===== src/rtl/uart_apb_pkg.sv =====
// Shared UART register map, CTRL/STATUS bit positions and the TX arbiter FSM
// state encoding used by blocks that talk to the APB UART.
package uart_apb_pkg;

  localparam logic [31:0] UART_CTRL_ADDR   = 32'h00;
  localparam logic [31:0] UART_STATUS_ADDR = 32'h04;
  localparam logic [31:0] UART_TXDATA_ADDR = 32'h08;
  localparam logic [31:0] UART_RXDATA_ADDR = 32'h0C;
  localparam logic [31:0] UART_BAUDIV_ADDR = 32'h10;

  localparam int CTRL_TX_EN_BIT     = 0;
  localparam int CTRL_RX_EN_BIT     = 1;
  localparam int STATUS_TX_BUSY_BIT = 0;

  localparam logic [31:0] UART_CTRL_INIT =
    (32'h1 << CTRL_TX_EN_BIT) | (32'h1 << CTRL_RX_EN_BIT);

  typedef enum logic [2:0] {
    ST_INIT_SETUP,
    ST_INIT_ACCESS,
    ST_IDLE,
    ST_ARB,
    ST_POLL_SETUP,
    ST_POLL_ACCESS,
    ST_WR_SETUP,
    ST_WR_ACCESS
  } arb_state_t;

endpackage


===== src/rtl/uart_apb_tx_arbiter_rr_arbiter.sv =====
// Combinational round-robin picker: grants the first asserted request found
// searching upward from pointer, wrapping at NUM_REQ.
module rr_arbiter #(
  parameter int NUM_REQ = 4
) (
  input  logic [NUM_REQ-1:0]         req,
  input  logic [$clog2(NUM_REQ)-1:0] pointer,
  output logic [NUM_REQ-1:0]         grant,
  output logic [$clog2(NUM_REQ)-1:0] grant_idx
);

  localparam int IDW = $clog2(NUM_REQ);

  logic           found;
  logic [IDW:0]   sum;
  logic [IDW-1:0] idx;

  always_comb begin
    grant     = '0;
    grant_idx = '0;
    found     = 1'b0;
    sum       = '0;
    idx       = '0;
    for (int off = 0; off < NUM_REQ; off++) begin
      sum = {1'b0, pointer} + (IDW+1)'(off);
      if (sum >= (IDW+1)'(NUM_REQ)) sum = sum - (IDW+1)'(NUM_REQ);
      idx = sum[IDW-1:0];
      if (!found && req[idx]) begin
        found      = 1'b1;
        grant[idx] = 1'b1;
        grant_idx  = idx;
      end
    end
  end

endmodule


===== src/rtl/uart_apb_tx_arbiter.sv =====
// APB master sharing one UART between NUM_REQ byte producers: initialises CTRL,
// then round-robin grants a byte, polls STATUS until TX is free, writes TXDATA.
module uart_apb_tx_arbiter
  import uart_apb_pkg::*;
#(
  parameter int          NUM_REQ     = 4,
  parameter logic [31:0] CTRL_ADDR   = UART_CTRL_ADDR,
  parameter logic [31:0] STATUS_ADDR = UART_STATUS_ADDR,
  parameter logic [31:0] TXDATA_ADDR = UART_TXDATA_ADDR,
  parameter logic [31:0] CTRL_INIT   = UART_CTRL_INIT,
  parameter int          TX_BUSY_BIT = STATUS_TX_BUSY_BIT
) (
  input  logic                       PCLK,
  input  logic                       PRESETn,
  input  logic [NUM_REQ-1:0]         req_valid,
  input  logic [8*NUM_REQ-1:0]       req_data,
  output logic [NUM_REQ-1:0]         req_ready,
  output logic [$clog2(NUM_REQ)-1:0] grant_id,
  output logic                       init_done,
  output logic                       busy,
  output logic                       PSEL,
  output logic                       PENABLE,
  output logic                       PWRITE,
  output logic [31:0]                PADDR,
  output logic [31:0]                PWDATA,
  input  logic [31:0]                PRDATA,
  input  logic                       PREADY
);

  localparam int IDW = $clog2(NUM_REQ);

  arb_state_t     state, state_next;
  logic           run_en;
  logic [IDW-1:0] rr_ptr;
  logic [7:0]     hold;
  logic [NUM_REQ-1:0] arb_grant;
  logic [IDW-1:0]     arb_idx;
  logic               prdata_unused;

  assign prdata_unused = ^PRDATA;

  rr_arbiter #(.NUM_REQ(NUM_REQ)) u_rr (
    .req       (req_valid),
    .pointer   (rr_ptr),
    .grant     (arb_grant),
    .grant_idx (arb_idx)
  );

  // run_en holds the APB outputs low for the first cycle after reset release,
  // so the INIT setup phase is a clean one-cycle PSEL=1/PENABLE=0 pulse while
  // PSEL is still forced low asynchronously whenever PRESETn is asserted.
  always_ff @(posedge PCLK or negedge PRESETn) begin
    if (!PRESETn) begin
      state     <= ST_INIT_SETUP;
      run_en    <= 1'b0;
      init_done <= 1'b0;
      rr_ptr    <= '0;
      // NOTE: the hold byte is reset too, so an aborted transfer can never leak its data.
      hold      <= '0;
      grant_id  <= '0;
    end else begin
      // NOTE: all state here uses non-blocking assignment so every flop samples pre-edge values.
      state  <= state_next;
      run_en <= 1'b1;
      if (state == ST_INIT_ACCESS && PREADY) init_done <= 1'b1;
      if (state == ST_ARB && |req_valid) begin
        hold     <= req_data[{arb_idx, 3'b000} +: 8];
        grant_id <= arb_idx;
        rr_ptr   <= (arb_idx == IDW'(NUM_REQ - 1)) ? '0 : arb_idx + IDW'(1);
      end
    end
  end

  always_comb begin
    // NOTE: every output gets a default first, so no path through the case infers a latch.
    state_next = state;
    PSEL       = 1'b0;
    PENABLE    = 1'b0;
    PWRITE     = 1'b0;
    PADDR      = '0;
    PWDATA     = '0;
    case (state)
      ST_INIT_SETUP: begin
        if (run_en) begin
          PSEL       = 1'b1;
          PWRITE     = 1'b1;
          PADDR      = CTRL_ADDR;
          PWDATA     = CTRL_INIT;
          state_next = ST_INIT_ACCESS;
        end
      end
      ST_INIT_ACCESS: begin
        PSEL    = 1'b1;
        PENABLE = 1'b1;
        PWRITE  = 1'b1;
        PADDR   = CTRL_ADDR;
        PWDATA  = CTRL_INIT;
        if (PREADY) state_next = ST_IDLE;
      end
      ST_IDLE: begin
        if (|req_valid) state_next = ST_ARB;
      end
      ST_ARB: begin
        state_next = (|req_valid) ? ST_POLL_SETUP : ST_IDLE;
      end
      ST_POLL_SETUP: begin
        PSEL       = 1'b1;
        PADDR      = STATUS_ADDR;
        state_next = ST_POLL_ACCESS;
      end
      ST_POLL_ACCESS: begin
        PSEL    = 1'b1;
        PENABLE = 1'b1;
        PADDR   = STATUS_ADDR;
        if (PREADY) state_next = PRDATA[TX_BUSY_BIT] ? ST_POLL_SETUP : ST_WR_SETUP;
      end
      ST_WR_SETUP: begin
        PSEL       = 1'b1;
        PWRITE     = 1'b1;
        PADDR      = TXDATA_ADDR;
        PWDATA     = {24'h0, hold};
        state_next = ST_WR_ACCESS;
      end
      ST_WR_ACCESS: begin
        PSEL    = 1'b1;
        PENABLE = 1'b1;
        PWRITE  = 1'b1;
        PADDR   = TXDATA_ADDR;
        PWDATA  = {24'h0, hold};
        if (PREADY) state_next = ST_IDLE;
      end
      default: state_next = ST_INIT_SETUP;
    endcase
  end

  assign req_ready = (state == ST_ARB) ? arb_grant : '0;
  assign busy      = state inside {ST_ARB, ST_POLL_SETUP, ST_POLL_ACCESS,
                                   ST_WR_SETUP, ST_WR_ACCESS};

endmodule


===== config.mk =====
export PLATFORM = sky130hd
export DESIGN_NAME = uart_apb_tx_arbiter
export DESIGN_NICKNAME = d
export VERILOG_FILES = /design/src/rtl/uart_apb_pkg.sv /design/src/rtl/uart_apb_tx_arbiter_rr_arbiter.sv /design/src/rtl/uart_apb_tx_arbiter.sv
export SDC_FILE = /design/constraint.sdc
export NUM_CORES = 1
export LEC_CHECK = 0
export CORE_ASPECT_RATIO = 0.6
export CORE_MARGIN = 5
export CORE_UTILIZATION = 34
export DETAILED_ROUTE_END_ITERATION = 16
export PLACE_DENSITY = 0.78
export RECOVER_POWER = 100
export SLEW_MARGIN = 0
export SYNTH_ARGS = -nofsm -noshare
export SYNTH_HDL_FRONTEND = slang
export SYNTH_SLANG_ARGS = --single-unit

===== constraint.sdc =====
create_clock -name PCLK -period 4.2 [get_ports PCLK]
set_input_delay 0.84 -clock PCLK [delete_from_list [all_inputs] [get_ports PCLK]]
set_output_delay 0.84 -clock PCLK [all_outputs]
set_load 0.01 [all_outputs]

* Word-level counts from Yosys, hierarchy flattened
Index checks and enable logic that the tools add are counted.
Operators by class: add/subtract/negate cells 8, order comparisons 12, equality and inequality tests 12, shift operators 1, multiplexer cells 47, bitwise gates (word level) 3, reduce and logical (&&, ||, !) cells 22
Operators by type and width (number):
- variable part select 32 x 6 -> 8 bit | 1
- case mux 8 bit (3 select lines) | 1
- two-way mux 2 bit | 11
- case mux 3 bit (7 select lines) | 1
- two-way mux 4 bit | 5
- two-way mux 3 bit | 5
- two-way mux 1 bit | 13
- == test 3 bit (second input constant) | 4
- less-than comparator 2 x 3 -> 1 bit (second input constant) | 4
- bitwise OR 4 bit | 3
- greater-or-equal comparator 3 bit (second input constant) | 3
- logical AND 1 bit | 9
- binary-select mux 1 bit (select 2 bit) | 4
- demux 1 bit (select 2 bit) | 4
- greater-or-equal comparator 2 x 1 -> 1 bit (second input constant) | 4
- case mux 4 bit (2 select lines) | 1
- subtractor 2 x 1 -> 2 bit (second input constant) | 4
- adder 2 x 2 -> 3 bit (second input constant) | 2
- == test 3 x 2 -> 1 bit (second input constant) | 2
- inequality test 2 bit (second input constant) | 3
- OR reduction 2 bit | 3
- OR reduction 3 bit | 2
- nonzero test 5 bit | 1
- OR reduction 5 bit | 1
- other kinds (11) | 14
Word-level totals: register bits after elaboration 17, input port bits 71, output and inout bits 75, logic and storage cells 111

* Longest topological paths before layout
word-level depth 16, mapped depth 12, depth with buffers taken out 8

* Hierarchy
A second synthesis with hierarchy kept.
Second synthesis, totals: cell total of the unflattened synthesis 202, area, all modules 1955.6 um^2
Modules (own cells, without submodules):
- uart_apb_tx_arbiter | times used 1, cells each 137, area each 1466.4 um^2, sequential area each 425.4 um^2
- rr_arbiter | times used 1, cells each 65, area each 489.2 um^2, sequential area each 0.0 um^2

* Worst setup path after synthesis
No wires, ideal clock.
path kind reg2out, start point reg rr_ptr[0], end point out req_ready[0], arrival time 2629 ps, required time 3360 ps, setup slack 731 ps, stages on the path, launching flop included 10, path buffers 2, cell sequence dfrtp_1 -> buf_2 -> inv_1 -> ha_1 -> clkbuf_1 -> mux4_2 -> or3_4 -> a211oi_4 -> a221oi_1 -> nor2_1
Between the ends: longest elaborated chain between the ends 15, elaborated cells between the ends (all ways) 60, classes of those cells add/sub (7); order compare (12); mux (28); bitwise (3); reduce/logical (10)
Ends and longest elaborated chain:
- start, declared | line uart_apb_tx_arbiter.sv:34 | logic [IDW-1:0] rr_ptr;
- start signal, assigned | line uart_apb_tx_arbiter.sv:69 | rr_ptr <= (arb_idx == IDW'(NUM_REQ - 1)) ? '0 : arb_idx + IDW'(1);
- parallel branches: the longest is 13 deep, another holds adder 2 x 1 -> 3 bit
- two-way mux 4 bit (*) | line uart_apb_tx_arbiter_rr_arbiter.sv:28 | if (!found && req[idx]) begin
- two-way mux 4 bit (*) | line uart_apb_tx_arbiter.sv:136 | assign req_ready = (state == ST_ARB) ? arb_grant : '0;
- end, declared | line uart_apb_tx_arbiter.sv:17 | output logic [NUM_REQ-1:0] req_ready,
Mark *: on every way between the ends. The select of a mux whose other input is x is not followed.

* Final worst setup path
start point in req_valid[1], end point out req_ready[3]
Between the ends: longest elaborated chain between the ends 13, elaborated cells between the ends (all ways) 25, classes of those cells mux (16); bitwise (3); reduce/logical (6)
Ends and longest elaborated chain:
- start, declared | line uart_apb_tx_arbiter.sv:15 | input logic [NUM_REQ-1:0] req_valid,
- binary-select mux 1 bit (select 2 bit) | line uart_apb_tx_arbiter_rr_arbiter.sv:28
- two-way mux 1 bit (implied by the code) | line uart_apb_tx_arbiter_rr_arbiter.sv:28
- two-way mux 1 bit | line uart_apb_tx_arbiter_rr_arbiter.sv:28
- zero test 1 bit | line uart_apb_tx_arbiter_rr_arbiter.sv:28
- logical AND 1 bit | line uart_apb_tx_arbiter_rr_arbiter.sv:28
- two-way mux 1 bit | line uart_apb_tx_arbiter_rr_arbiter.sv:28
- zero test 1 bit | line uart_apb_tx_arbiter_rr_arbiter.sv:28
- logical AND 1 bit | line uart_apb_tx_arbiter_rr_arbiter.sv:28
- two-way mux 1 bit | line uart_apb_tx_arbiter_rr_arbiter.sv:28
- zero test 1 bit | line uart_apb_tx_arbiter_rr_arbiter.sv:28
- logical AND 1 bit | line uart_apb_tx_arbiter_rr_arbiter.sv:28
- two-way mux 4 bit (*) | line uart_apb_tx_arbiter_rr_arbiter.sv:28
- two-way mux 4 bit (*) | line uart_apb_tx_arbiter.sv:136
Every way passes the cells marked *; elsewhere a longest branch is shown, timed or not. The select of a mux whose other input is x is not followed.

==> reports/metrics.cfg <==
[timing]
min_period_over_period = 0.9806
layout_min_cycle_time_ns = 4.119
clock_skew_ns = 0.001017
max_freq_mhz = 242.8
maxSlewViolCount = 0
hold_viol = 0
worst_pin_slew_ns = 1.229
slew_headroom = 0.1805
rsz0062_at_grt = yes
worst_slack_ns = 0.08146
setup_violations = 0

[drt]
wl_per_cell_um = 12.83
drt-initial-drc-count = 59
drc = 0
drt-pass1-iter-count = 4
routed_wl_um = 4451
vias = 1564
drtAntennaViolNets = 0
vias_per_cell = 4.507

[synth]
yosysSeqAreaShare = 0.2238
syn_area_mm2 = 0.001901
avgSynthCellArea_um2 = 8.881
ys_ff_latch = 17
async_flop_share = 1.000
yosysUniqueCellTypes = 41
yosysWarnings = 0
synth_ff_type = dfrtp_1
netlist_instances = 214
synth-edff-count = 0

[worst_setup_path]
r2r-end = hold[0]$_DFFE_PN0P_
crit_fanout = 4
worstPathArrival_ns = 3.28
critPathBufInv = 2
worstPathRequired_ns = 3.36
r2r_cells = 11
path_common_cell = clkdlybuf4s50_1
endpoint_kind = primary output
crit_chain = clkdlybuf4s50_1 > mux4_2 > or3_4 > a211oi_4 > a221oi_2 > nor2_1 > clkdlybuf4s50_1
cpMaxStageDelayCell = clkdlybuf4s50_1
rrSetupSlack_ns = 0.65
critical_path_class = in -> out
crit_path_start_kind = input port
r2r_start = rr_ptr[0]$_DFFE_PN0P_
cpPeakStageDelay_ns = 0.54
cpLargestDelayFamily = buffers and inverters

[die]
die_y_um = 67.92
die_x_um = 106.5
core_mm2 = 0.005492
start_util = 0.3461
dieArea_mm2 = 0.007234
ioPinCount = 146
rows = 21

[finish]
layout.cells.most_common = conb_1
nFillCells = 541
syn2layout_area_growth_pct = 29.69
final_cell_mix = 55 x conb_1, 39 x clkdlybuf4s50_1, 18 x mux2i_1, 18 x nand2_1, 18 x dlygate4sd3_1
nNetsFinal = 358
num_antenna_cells = 0
drive_above_1_share = 0.1223

[clock_tree]
ctsHoldBuffers = 0
cts_root_buf = clkbuf_8
clock_path_buffers = 2
cts_tree = done
htreeDepth = 1
clk_pin_slew_worst_paths_ns = 0.07
numClockSinks = 17
clock_latency_ns = 0.25
cts_buffers = 3

[global_routing]
grt_pass1_vias = 1428
grt_use_total = 0.1164
grt-ovfl-total = 0
grt_max_degree = 19
grt_pass1_wl_um = 6824
antenna_found_initial = 0

[power]
ir_worst_vdd_mv = 0.1883
power_leakage_nw = 1.208
powerDensity_mw_per_mm2 = 639.7
fin_total_pwr_mw = 1.577

[placement]
place_ws_ns = 0.03517
port_buffers = 60
place_congestion = 0.8318
dpl.hpwl_um = 3668

[hold_path]
hp-class = reg -> reg
hold_start = grant_id[1]$_DFFE_PN0P_
min_to = grant_id[1]$_DFFE_PN0P_
hold_path_depth = 2

[outcome]
status = completed

[job]
max_cap_violations = 0

[how the worst max path moves through the flow]
stage | endpoint | slack (ns) | depth (start not counted) | from
detailed placement | req_ready[1] | 0.04 | 7 | req_valid[1]
global placement | req_ready[0] | 0.08 | 7 | req_valid[1]
global route | req_ready[3] | -0.03 | 7 | req_valid[1]
floorplan | req_ready[0] | 0.73 | 9 | rr_ptr[0]$_DFFE_PN0P_
finish | req_ready[3] | 0.08 | 7 | req_valid[1]
CTS | req_ready[1] | 0.04 | 7 | req_valid[1]
[per-layer routing]
metal	routed length [um]	GRT usage	up-vias
met5	0	0	-
met4	15	0.02711	0
met3	231	0.02733	2
met2	2179	0.1916	53
met1	2025	0.1570	741
li1	-	-	768
[kinds of logic after synthesis]
kind of cell / after synthesis / synth area share
AOI/OAI and AO/OA: 37 / 0.1738
xor gates and xnor gates: 1 / 0.004609
adders and majority gates: 8 / 0.05267
buffers and inverters: 72 / 0.2594
DFF: 17 / 0.2238
muxes: 23 / 0.1422
other: 2 / 0.003951
and+or+nand+nor: 54 / 0.1396
[sequential cells by signal, summed over array words and instances, names as in the netlist]
name / flops
init_done: 1
hold: 8
rr_ptr: 2
run_en: 1
state: 3
grant_id: 2
[Yosys cell counts, types with 2 or more instances]
master    count  area, um2
dfrtp_1      17      425.4
mux2i_1      18      180.2
a22oi_1       4      30.03
nor2_1       13      48.80
o21ai_0       6      30.03
buf_4        57      427.9
clkbuf_1      7      26.28
mux4_2        3      67.56
a21oi_1       4      20.02
nand2b_1      2      12.51
o221ai_2      8      120.1
a221oi_1      4      35.03
nor2b_1       2      12.51
a21o_1        2      15.01
nand2_1      18      67.56
or2_2         2      12.51
o22ai_1       2      12.51
ha_1          8      100.1
mux2_2        2      22.52
inv_1         6      22.52
conb_1        2      7.510
and3_1        8      50.05
[tightest hold or removal path: cells and delay by family (launching register included)]
family / cells / cell delay, ns
simple gates: 2 / 0.10
flops: 1 / 0.34
[through the flow]
step                  util  TNS [ns]  hold slack (ns)  instances  area (um2)
floorplan                -         0           0.4507        267        2100
global placement    0.4388         0           0.4480        342        2410
detailed placement  0.4388         0           0.4707        342        2410
CTS                 0.4473         0           0.4859        346        2456
global route        0.4488  -0.03427           0.5032        347        2465
finish              0.4488         0           0.4740        347        2465
[cell type report]
class | instances | area (um2) | share of cell area
Clock buffer | 3 | 41.29 | 0.01675
Clock inverter | 1 | 5.005 | 0.002030
Inverter | 6 | 22.52 | 0.009137
Multi-Input combinational cell | 178 | 1191 | 0.4832
Sequential cell | 17 | 425.4 | 0.1726
Tap cell | 69 | 86.33 | 0.03503
Timing Repair Buffer | 73 | 693.2 | 0.2812
[where the power goes]
group / leakage (nW) / total (mW) / switching, mW / internal, mW
clock network: 0.0255 / 0.121 / 0.0555 / 0.0657
logic: 0.978 / 1.15 / 0.597 / 0.551
registers: 0.204 / 0.308 / 0.0723 / 0.236
[repair_timing]
item,4_1_cts,5_1_grt
setup buffers,0,1
endpoints found under the setup margin,0,4
gates resized for setup,0,4
(Power assumes the default switching activity.)
